<file path="src/rtl/mix_columns_engine.sv">
// mix_columns_engine: handshaked AES MixColumns / InvMixColumns engine.
// A full 128-bit state is latched at acceptance, COLS_PER_CYCLE columns are
// transformed per clock in place, and the result is held until taken.
// Optional build macro: MIXCOL_ROUNDKEY_XOR_EN fuses AddRoundKey (round_key,
// skip_mix ports) into the per-column write-back.

// One 32-bit column through the forward or inverse circulant matrix.
module mix_column (
  input  logic [31:0] col,
  input  logic        inverse,
  output logic [31:0] result
);

  logic [7:0] a  [4];
  logic [7:0] x2 [4];
  logic [7:0] x4 [4];
  logic [7:0] x8 [4];

  function automatic logic [7:0] xtime(input logic [7:0] v);
    return {v[6:0], 1'b0} ^ (v[7] ? 8'h1b : 8'h00);
  endfunction

  // Byte split and repeated doubling, shared by both matrices.
  always_comb begin
    for (int i = 0; i < 4; i++) begin
      a[i]  = col[31-8*i -: 8];
      x2[i] = xtime(a[i]);
      x4[i] = xtime(x2[i]);
      x8[i] = xtime(x4[i]);
    end
  end

  // Row r uses coefficients rotated by r: fwd {02 03 01 01}, inv {0e 0b 0d 09}.
  always_comb begin
    result = '0;
    for (int r = 0; r < 4; r++) begin
      if (inverse) begin
        result[31-8*r -: 8] = (x8[r] ^ x4[r] ^ x2[r])
                            ^ (x8[(r+1)%4] ^ x2[(r+1)%4] ^ a[(r+1)%4])
                            ^ (x8[(r+2)%4] ^ x4[(r+2)%4] ^ a[(r+2)%4])
                            ^ (x8[(r+3)%4] ^ a[(r+3)%4]);
      end else begin
        result[31-8*r -: 8] = x2[r]
                            ^ (x2[(r+1)%4] ^ a[(r+1)%4])
                            ^ a[(r+2)%4]
                            ^ a[(r+3)%4];
      end
    end
  end

endmodule

// state | meaning
// IDLE  | ready for a new state, in_ready=1
// BUSY  | transforming COLS_PER_CYCLE columns per clock
// DONE  | result presented, held until out_ready
module mix_columns_engine #(
  parameter int COLS_PER_CYCLE = 1
) (
  input  logic         clk,
  input  logic         rst,
  input  logic         in_valid,
  output logic         in_ready,
  input  logic [127:0] in_state,
  input  logic         in_inverse,
  output logic         out_valid,
  input  logic         out_ready,
  output logic [127:0] out_state
`ifdef MIXCOL_ROUNDKEY_XOR_EN
  ,
  input  logic [127:0] round_key,
  input  logic         skip_mix
`endif
);

  localparam int NUM_STEPS = 4 / COLS_PER_CYCLE;

  if (COLS_PER_CYCLE != 1 && COLS_PER_CYCLE != 2 && COLS_PER_CYCLE != 4) begin : g_bad_cols
    $error("mix_columns_engine: COLS_PER_CYCLE must be 1, 2 or 4");
  end

  typedef enum logic [1:0] {
    IDLE = 2'd0,
    BUSY = 2'd1,
    DONE = 2'd2
  } state_t;

  state_t       state, state_nxt;
  logic [127:0] work;
  logic [1:0]   step_cnt;
  logic         mode;
  logic         last_step;
  int           col_base;

  logic [31:0]  col_in  [COLS_PER_CYCLE];
  logic [31:0]  col_mix [COLS_PER_CYCLE];
  logic [31:0]  col_new [COLS_PER_CYCLE];

`ifdef MIXCOL_ROUNDKEY_XOR_EN
  logic [127:0] key;
  logic         skip;
`endif

  assign last_step = (step_cnt == 2'(NUM_STEPS - 1));

  // State register.
  always_ff @(posedge clk) begin
    if (rst) state <= IDLE;
    else     state <= state_nxt;
  end

  // Next state and handshake outputs; in_ready depends on state only.
  always_comb begin
    state_nxt = state;
    in_ready  = 1'b0;
    out_valid = 1'b0;
    out_state = '0;
    case (state)
      IDLE: begin
        in_ready = 1'b1;
        if (in_valid) state_nxt = BUSY;
      end
      BUSY: begin
        if (last_step) state_nxt = DONE;
      end
      DONE: begin
        out_valid = 1'b1;
        out_state = work;
        if (out_ready) state_nxt = IDLE;
      end
      default: state_nxt = IDLE;
    endcase
  end

  // Pick the columns handled this step out of the working register.
  always_comb begin
    col_base = int'(step_cnt) * COLS_PER_CYCLE;
    for (int j = 0; j < COLS_PER_CYCLE; j++) begin
      col_in[j] = work[127-32*(col_base+j) -: 32];
    end
  end

  for (genvar g = 0; g < COLS_PER_CYCLE; g++) begin : g_col
    mix_column u_mix (
      .col     (col_in[g]),
      .inverse (mode),
      .result  (col_mix[g])
    );
  end

  // Column write-back value, with the round key folded in when built.
  always_comb begin
    for (int j = 0; j < COLS_PER_CYCLE; j++) begin
`ifdef MIXCOL_ROUNDKEY_XOR_EN
      col_new[j] = (skip ? col_in[j] : col_mix[j]) ^ key[127-32*(col_base+j) -: 32];
`else
      col_new[j] = col_mix[j];
`endif
    end
  end

  // Datapath: latch at acceptance, then replace columns in place while busy.
  always_ff @(posedge clk) begin
    if (rst) begin
      work     <= '0;
      step_cnt <= '0;
      mode     <= 1'b0;
`ifdef MIXCOL_ROUNDKEY_XOR_EN
      key      <= '0;
      skip     <= 1'b0;
`endif
    end else begin
      case (state)
        IDLE: begin
          if (in_valid) begin
            work     <= in_state;
            mode     <= in_inverse;
            step_cnt <= '0;
`ifdef MIXCOL_ROUNDKEY_XOR_EN
            key      <= round_key;
            skip     <= skip_mix;
`endif
          end
        end
        BUSY: begin
          for (int j = 0; j < COLS_PER_CYCLE; j++) begin
            work[127-32*(col_base+j) -: 32] <= col_new[j];
          end
          step_cnt <= step_cnt + 2'd1;
        end
        default: ;
      endcase
    end
  end

endmodule

</file>
<file path="config.mk">
export PLATFORM = sky130hd
export DESIGN_NAME = mix_columns_engine
export DESIGN_NICKNAME = d
export VERILOG_FILES = /design/src/rtl/mix_columns_engine.sv
export SDC_FILE = /design/constraint.sdc
export NUM_CORES = 1
export LEC_CHECK = 0
export ABC_AREA = 1
export CORE_MARGIN = 4
export CORE_UTILIZATION = 45
export CTS_CLUSTER_DIAMETER = 120
export CTS_CLUSTER_SIZE = 10
export DETAILED_ROUTE_END_ITERATION = 7
export PLACE_DENSITY = 0.75
export SLEW_MARGIN = 20
export SYNTH_ARGS = -nofsm -noshare
export SYNTH_HDL_FRONTEND = slang
export SYNTH_SLANG_ARGS = --single-unit
export TNS_END_PERCENT = 30
</file>
<file path="constraint.sdc">
create_clock -name clk -period 3.59 [get_ports clk]
set_input_delay 0.8975 -clock clk [delete_from_list [all_inputs] [get_ports clk]]
set_output_delay 0.8975 -clock clk [all_outputs]
set_load 0.01 [all_outputs]
</file>
**After elaboration in Yosys (flattened, before gate mapping)**

Cells that the tools add are included.

- Add/subtract/negate cells: 3
- Equal/unequal tests: 6
- Shifts and indexed selects: 3
- Muxes and demuxes: 28
- Bitwise logic cells: 64
- Reductions and logical operators: 5

Operators with widths:

| cell | number |
|---|---|
| $xor A8 B8 Y8 | 64 |
| $mux W128 | 2 |
| $pmux W128 S2 | 1 |
| $shift A32 B33 Y159 const A | 1 |
| $shiftx A159 B8 Y32 | 1 |
| $shiftx A32 B33 Y159 | 1 |
| $bwmux W128 | 1 |
| $mux W5 | 12 |
| $neg A8 Y33 | 1 |
| $mux W8 | 4 |
| $mux W2 | 4 |
| $sub A7 B7 Y8 const A | 1 |
| $ne A2 B2 Y1 const B | 3 |
| $pmux W2 S3 | 1 |
| $eq A2 B2 Y1 const B | 2 |
| $pmux W2 S2 | 1 |
| $reduce_and A2 Y1 | 2 |
| $reduce_and A3 Y1 | 1 |
| $add A2 B1 Y2 const B | 1 |
| $eq A2 B1 Y1 const B | 1 |
| $logic_not A2 Y1 | 1 |
| $mux W1 | 2 |
| $reduce_bool A2 Y1 | 1 |

- Bits in registers: 133
- Word-level logic and storage cells: 113

**Longest topological paths before layout**

Gate-level depths: netlist (run 1).

- Depth in word-level cells: 17
- Mapped depth: 23
- Depth with buffers taken out: 20

**Hierarchy**

From an unflattened synthesis (run 1), not the netlist that was laid out.

- Cell total of the unflattened synthesis: 2559
- Area, all modules: 13890.8 um^2

By module, submodules not included:

| module | times used | cells each | area each (um^2) | seq. area each (um^2) |
|---|---|---|---|---|
| mix_columns_engine | 1 | 1602 | 8871.0 | 2662.6 |
| mix_column | 1 | 957 | 5019.8 | 0.0 |

**Worst setup path before layout (run 1)**

No wires, ideal clock.

- Path kind: register to register
- Start point: register step_cnt[0]
- End point: register work[113]
- Library setup time: 0.117 ns
- Data arrival time: 2.071 ns
- Data required time: 3.473 ns
- Path slack: 1.402 ns
- Stages on the path, launching flop included: 20
- Cells stage by stage: dfxtp_1 > buf_6 > inv_6 > buf_6 > nand2_1 > nand3_1 > nand2_1 > nand2_2 > nand2_4 > nand2_1 > nand3_1 > nand2_2 > nand2_1 > inv_2 > o21ai_0 > nand3_1 > nand2_1 > nor2_2 > a21oi_1 > nor2_1

- Word-level cells in the longest chain between the ends: 15
- Elaborated cells on any way between the ends: 87
- Classes of those cells: add/sub: 2; shift: 3; mux: 18; bitwise: 64

RTL lines:

| item | line | source |
|---|---|---|
| start, declared | 90 | `logic [1:0] step_cnt;` |
| start signal, assigned | 189 | `step_cnt <= step_cnt + 2'd1;` |
| $sub A7 B7 Y8 * | 139, 187 |  |
| $shiftx A159 B8 Y32 | 139 | `col_in[j] = work[127-32*(col_base+j) -: 32];` |
| $xor A8 B8 Y8 or $mux W5 (tied branches) (2 in a row) | 20 | `return {v[6:0], 1'b0} ^ (v[7] ? 8'h1b : 8'h00);` |
| $mux W5 or $xor A8 B8 Y8 (tied branches) | 20 |  |
| $xor A8 B8 Y8 | 20 |  |
| $xor A8 B8 Y8 (on tied branches) | 38, 40, 39 |  |
| $xor A8 B8 Y8 (on tied branches) | 38, 39 |  |
| $xor A8 B8 Y8 | 39 | `^ (x8[(r+1)%4] ^ x2[(r+1)%4] ^ a[(r+1)%4])` |
| $xor A8 B8 Y8 | 40 | `^ (x8[(r+2)%4] ^ x4[(r+2)%4] ^ a[(r+2)%4])` |
| $xor A8 B8 Y8 | 41 | `^ (x8[(r+3)%4] ^ a[(r+3)%4]);` |
| $mux W8 | 37 | `if (inverse) begin` |
| $shiftx A32 B33 Y159 | 187 | `work[127-32*(col_base+j) -: 32] <= col_new[j];` |
| $bwmux W128 * | 187 |  |
| $pmux W128 S2 * | 173 | `case (state)` |
| end signal, assigned | 176 | `work <= in_state;` |
| end signal, assigned by index | 187 |  |
| end, declared | 89 | `logic [127:0] work;` |

Mark *: on every way between the ends. The rest lies on a longest branch, timed or not.
A chain may end at the register's enable or synchronous reset.

**Final worst setup path (run 1)**

Ends and elaborated chain as after synthesis.

==> metrics.md, run 1 <==
| Metric | Value |
|---|---|
| Ranking of synthesized cells by area | nand2_1 24%, dfxtp_1 18%, inv_1 7.3% |
| Worst VDD drop | 428.8 uV |
| Final worst slack | 0.2589 ns |
| Final instance area | 0.01840 mm^2 |
| H-tree levels | 4 |
| WL final | 71.51 mm |
| Final Hold Slack | 0.5631 ns |
| Port Buffers | 262 |
| Fmax | 300.2 MHz |
| Nets | 2954 |
| Via count | 18662 |
| GRT busiest layer | met2 |
| Post-CTS Resized | 0 |
| DRT antenna net count | 0 |
| Hold-fix buffers, CTS | 0 |
| Hold crit path type | flop to flop |
| WS Path Type | flop to flop |
| Total gr overflow | 0 |
| Worst-Skew Late Latency | 0.44 ns |
| Die Y | 188.1 um |
| Post-route DRC | 0 |
| Synth top area share | 23.95% |
| Seq cells post-synth | 133 |
| Power consumption | 12.78 mW |
| CTS max path bufs | 2 |
| Layout cell share with drive strength beyond 1 | 9.541% |
| RSZ-0062 raised after global routing | false |
| Hold Path Stages | 2 |
| Initial antenna violation count | 1 |
| TritonCTS buffer count | 17 |
| Global-route wire length before repair | 106.0 mm |
| Clk root buf | clkbuf_16 |
| CTS tree | built |
| Per-cell routed wire length | 21.89 um |
| Final core occ | 57.85% |
| Initial core utilization | 45.89% |
| Max_slew headroom | 30.47% |
| Worst r2r path cells | 17 |
| CP endpoint kind | flop |
| Largest net degree at the start of global routing | 130 |
| # IOs | 263 |
| DP Worst Slack | 0.3718 ns |
| Core area | 0.03180 mm^2 |
| Placed Area | 0.01781 mm^2 |
| Yosys cell types | 37 |
| Startpoint Class | flop |
| GP Congestion | 1.081 |
| Crit path DAT | 3.66 ns |
| M2 GR Usage | 57.88% |
| Final TNS setup | 0 ns |
| Vias/cell | 5.714 |
| Count leader, synth | nand2_1 |
| Max_cap viols | 0 |
| Largest fanout on the critical path | 77 |
| Gate Count Post-Synth | 2596 |
| Chip width | 188.1 um |
| Met1 Usage GRT | 51.68% |
| Met3 GRT Util | 9.047% |
| Register area share after synthesis | 18.25% |
| Num rows | 65 |
| Syn avg cell area | 5.621 um^2 |
| Post-synth EDFFs | 0 |
| Most used DFF post-synth | dfxtp_1 |
| Die area | 0.03537 mm^2 |
| Yosys Warn Count | 0 |
| Status | finished, final reports clean |
| Total track usage | 38.80% |
| Pwr per Cell Area | 695.0 mW/mm^2 |
| Syn nets | 2733 |
| Sink Count | 133 |
| Actual slew at the worst max-slew pin | 1.043 ns |
| Post-DP HPWL | 56.09 mm |
| Worst Path Required | 3.92 ns |
| Pre-Repair DR Iteration Count | 7 |
| Detailed Route Iter0 Violations | 2765 |
| Syn-to-layout area delta | 26.06% |
| Setup bufs post-CTS | 0 |
| Final setup fails | 0 |
| Crit share post-route | 92.79% |
| Final Skew | 0.01723 ns |
| Worst-path clk slew | 0.06 ns |
| Final Hold Fails | 0 |
| Cell taking the most area after synthesis | nand2_1 |
| Fin cells | 3266 |
| Asr flop ratio synth | 0% |
| Post-route minimum period | 3.331 ns |
| Final Slew Violations | 0 |
| Most frequent cells after synthesis | 931 x nand2_1, 284 x inv_1, 194 x nand3_1, 173 x a21oi_1, 164 x nor2_1 |
| Syn Std Cell Area | 0.01459 mm^2 |
| Static Leakage | 8.925 nW |
| Vias in the first global route | 17054 |
| Placed cells | 3233 |
-- critical path, stage by stage (launching register included) --
cell and delay [ns]:
dfxtp_4 0.39, buf_12 0.30, buf_4 0.29, nand2_1 0.10
nand3_1 0.11, nand2_2 0.26, nand2_2 0.17, nand2_4 0.11
inv_1 0.18, nand3_2 0.15, nand2_2 0.14, nor2_1 0.07
o21ai_0 0.17, nand3_1 0.12, nand2_1 0.26, nor2_2 0.08
a21oi_1 0.19, nor2_1 0.06
-- worst paths after layout --
path | slack [ns] | to | startpoint
max | 0.26 | work[113] | step_cnt[0]
min | 0.56 | work[122] | work[122]
max reg2reg | 0.26 | work[113] | step_cnt[0]
min reg2reg | 0.56 | work[122] | work[122]
-- where the power goes --
group          switching [mW]  total, mW  internal (mW)
clock                   0.740       1.77           1.03
combinational            6.32       9.12           2.80
sequential              0.212       1.90           1.69
total                    7.27       12.8           5.52
-- registers in the layout, indices dropped and copies added (netlist names) --
signal and cells:
mode 1, state 2, step_cnt 2, work 128
-- layout by cell type, fill, tap and decap left out, drive strengths merged --
| cell | netlist | final |
|---|---|---|
| a21oi | 173 | 173 |
| a211oi | 2 | 2 |
| nand2b | 3 | 3 |
| diode | 0 | 1 |
| nand4 | 109 | 109 |
| clkdlybuf4s50 | 0 | 262 |
| nand3 | 221 | 221 |
| xnor2 | 64 | 64 |
| o21a | 1 | 1 |
| nor2 | 166 | 166 |
| xor2 | 99 | 99 |
| clkbuf | 86 | 17 |
| or2 | 23 | 23 |
| nand3b | 10 | 10 |
| bufinv | 0 | 2 |
| nand2 | 1004 | 1004 |
| inv | 303 | 307 |
| buf | 46 | 72 |
| dfxtp | 133 | 133 |
| clkinv | 1 | 10 |
| ha | 4 | 4 |
| o21bai | 1 | 1 |
| o21ai | 144 | 144 |
| a21o | 3 | 3 |
-- area by class of cell --
| type | count | area [um^2] |
|---|---|---|
| antenna | 1 | 2.502 |
| clock buffer | 17 | 425.4 |
| clock inverter | 15 | 151.4 |
| fill | 3154 | 13400 |
| inverter | 304 | 1147 |
| multi-input combinational | 2027 | 10140 |
| sequential | 133 | 2668 |
| tap | 435 | 544.3 |
| timing repair buffer | 334 | 3317 |
-- metal layers --
layer	routed length [um]	vias up
met5	0	-
met3	8520	238
li1	-	8652
met2	30080	1272
met1	28210	8500
met4	4698	0
-- logic make-up (layout without fill, tap and decap cells) --
group	after synthesis	after routing	share of synthesized area [%]
other cells	0	1	0
compound gates	324	324	11.23
simple gates	1536	1536	46.70
flops	133	133	18.25
buf+inv	436	670	12.46
fa+ha+maj	4	4	0.3430
xor+xnor	163	163	11.02
(Power assumes the default switching activity.)
==> inputs of run 2 (changes only) <==
--- a/config.mk
+++ b/config.mk
@@ -11,6 +11,7 @@
 export CTS_CLUSTER_DIAMETER = 120
 export CTS_CLUSTER_SIZE = 10
 export DETAILED_ROUTE_END_ITERATION = 7
+export MAX_ROUTING_LAYER = met4
 export PLACE_DENSITY = 0.75
 export SLEW_MARGIN = 20
 export SYNTH_ARGS = -nofsm -noshare
==> constraint.sdc (replaced) <==
create_clock -name clk -period 4.2 [get_ports clk]
set_input_delay 1.05 -clock clk [delete_from_list [all_inputs] [get_ports clk]]
set_output_delay 1.05 -clock clk [all_outputs]
set_load 0.01 [all_outputs]
==> run 2 against run 1 <==
Compared with the run above: the run now ends with DRC left; global-route usage increased by 1.4 points; sequential share of layout area increased by 0.20 points; via count decreased by 0.58%; routed wire length increased by 0.60%; clock power decreased by 10%; utilization decreased by 0.80 points; combinational power decreased by 16%; critical path depth increased by 1; design area decreased by 1.4%; sequential power decreased by 14%; critical path type unchanged.
==> metrics.md, run 2 (synthesis results as in run 1) <==
| Metric | Value |
|---|---|
| Status | finished, violations left |
| Violated checks | DRC |
| Hold path startpoint | mode |
| Clk root buf | clkbuf_16 |
| Post-route minimum period | 3.686 ns (+0.3553 ns) |
| CP endpoint kind | flop |
| Vias/cell | 5.728 (+0.24%) |
| Pwr per Cell Area | 597.8 mW/mm^2 (-14%) |
| Pre-Repair DR Iteration Count | 8 (+1) |
| Crit share post-route | 87.77% (-5.0 points) |
| Met3 GRT Util | 8.991% (-0.056 points) |
| Largest fanout on the critical path | 36 (-53%) |
| Post-DP HPWL | 56.21 mm (+0.22%) |
| Final setup fails | 0 (unchanged) |
| Total gr overflow | 0 (unchanged) |
| Layout cell share with drive strength beyond 1 | 8.565% (-0.98 points) |
| Hold Path Stages | 2 (unchanged) |
| Start of the worst register-to-register path | step_cnt[1] |
| Met1 Usage GRT | 51.68% (about the same) |
| M2 GR Usage | 59.28% (+1.4 points) |
| Sink Count | 133 (unchanged) |
| Hold crit path type | flop to flop |
| Actual slew at the worst max-slew pin | 0.9042 ns (-0.1388 ns) |
| Final worst slack | 0.5136 ns (+0.2547 ns) |
| Via count | 18553 (-0.58%) |
| Max reg flops | 128 (unchanged) |
| H-tree levels | 4 (unchanged) |
| Global-route wire length before repair | 106.6 mm (+0.62%) |
| DP Worst Slack | 0.7453 ns (+0.3735 ns) |
| TritonCTS buffer count | 17 (unchanged) |
| Fill count | 3249 (+3.0%) |
| Final Hold Slack | 0.5132 ns (-0.04985 ns) |
| Startpoint Class | flop |
| Static Leakage | 8.753 nW (-1.9%) |
| Max_slew headroom | 39.09% (+8.6 points) |
| Final Slew Violations | 0 (unchanged) |
| Setup bufs post-CTS | 0 (unchanged) |
| Vias in the first global route | 17216 (+0.95%) |
| Core area | 0.03180 mm^2 (unchanged) |
| Worst-Skew Late Latency | 0.44 ns (about the same) |
| # IOs | 263 (unchanged) |
| Crit path DAT | 4.05 ns (+0.39 ns) |
| Initial antenna violation count | 2 (+1) |
| Worst r2r path cells | 18 (+1) |
| GRT busiest layer | met2 |
| CTS max path bufs | 2 (unchanged) |
| RSZ-0062 raised after global routing | false |
| Fmax | 271.3 MHz (-9.6%) |
| Chip width | 188.1 um (unchanged) |
| Syn-to-layout area delta | 24.32% |
| DRT antenna net count | 0 (unchanged) |
| Largest net degree at the start of global routing | 135 (+3.8%) |
| Post-CTS Resized | 0 (unchanged) |
| Detailed Route Iter0 Violations | 2749 (-0.58%) |
| Num rows | 65 (unchanged) |
| Die area | 0.03537 mm^2 (unchanged) |
| Final TNS setup | 0 ns (unchanged) |
| Crit path from | step_cnt[1] |
| WL final | 71.94 mm (+0.60%) |
| Most common library cell in the layout ignoring fill and taps | nand2_1 |
| GP Congestion | 1.103 (+2.1%) |
| CTS tree | built |
| Top flop regs | work: 128 flops, state: 2 flops, step_cnt: 2 flops |
| Initial core utilization | 45.89% (unchanged) |
| Worst-path clk slew | 0.06 ns (about the same) |
| Nets | 2926 (-0.95%) |
| Post-route DRC | 8 (+8) |
| Most frequent cells in the layout | 927 x nand2_1, 282 x inv_1, 262 x clkdlybuf4s50_1 |
| Port Buffers | 262 (unchanged) |
| Worst Path Required | 4.57 ns (+0.65 ns) |
| Largest Register | work |
| WS Path Type | flop to flop |
| Total track usage | 40.16% (+1.4 points) |
| Worst VDD drop | 362.6 uV (-15%) |
| Final Skew | 0.01295 ns (-0.004272 ns) |
| Per-cell routed wire length | 22.21 um (+1.4%) |
| Final Hold Fails | 0 (unchanged) |
| Hold-fix buffers, CTS | 0 (unchanged) |
| Die Y | 188.1 um (unchanged) |
| Max_cap viols | 0 (unchanged) |
-- run 2: cell types whose count changed in the layout (fill, tap and decap cells not counted) --
cell	change
buf_4	-21
buf_12	-6
clkinv_2	-4
clkinvlp_4	+3
clkbuf_1	+2
clkbuf_8	+2
inv_6	-2
buf_6	-1
bufinv_16	+1
diode_2	+1
inv_4	-1
inv_8	-1
-- run 2: cell type report --
| cell class | instances | area (um^2) | area share (%) |
|---|---|---|---|
| Antenna cell | 2 | 5.005 | 0.02759 |
| Clock inverter | 11 | 148.9 | 0.8207 |
| Timing Repair Buffer | 306 | 3028 | 16.69 |
| Multi-Input combinational cell | 2027 | 10140 | 55.89 |
| Clock buffer | 21 | 460.4 | 2.538 |
| Inverter | 304 | 1147 | 6.325 |
| Tap cell | 435 | 544.3 | 3.000 |
| Sequential cell | 133 | 2668 | 14.70 |
-- run 2: per-layer routing --
metal | vias to the layer above | part of all wire [%]
met5 | - | 0
met4 | 0 | 6.2
met3 | 218 | 12
met2 | 1313 | 43
met1 | 8452 | 39
li1 | 8570 | -
-- run 2: worst max-delay path, stage by stage, from the launching register on --
cell and delay, ns:
dfxtp_2 0.33, inv_2 0.59, buf_4 0.30, nand3_1 0.17
nand2_2 0.26, inv_1 0.20, nand2_1 0.10, nand2_1 0.21
nand2_1 0.22, nand2_1 0.11, nand2_1 0.07, nand2_1 0.11
nand2_1 0.08, nand2_1 0.06, inv_1 0.05, nand3_1 0.07
nand3_1 0.33, nand4_1 0.16, a21oi_1 0.16
-- run 2: where the power goes --
group / total, mW / switching (mW) / internal [mW]
Clock: 1.59 / 0.624 / 0.966
Combinational: 7.62 / 5.39 / 2.23
Sequential: 1.64 / 0.193 / 1.44
-- run 2: path summary, 6_finish.rpt --
kind / to / slack (ns)
setup / recovery: work[68] / 0.51
hold reg to reg: mode / 0.51
setup reg to reg: work[68] / 0.51
hold / removal: mode / 0.51
-- run 2: metrics by stage --
step                area [um^2]  total power [mW]  instances  util, %
floorplan                 14590             6.431       2596        -
global placement          17530             8.928       3205    55.12
detailed placement        17530             8.953       3205    55.12
CTS                       18140             10.54       3237    57.03
global route              18140             11.45       3239    57.05
finish                    18140             10.85       3239    57.05
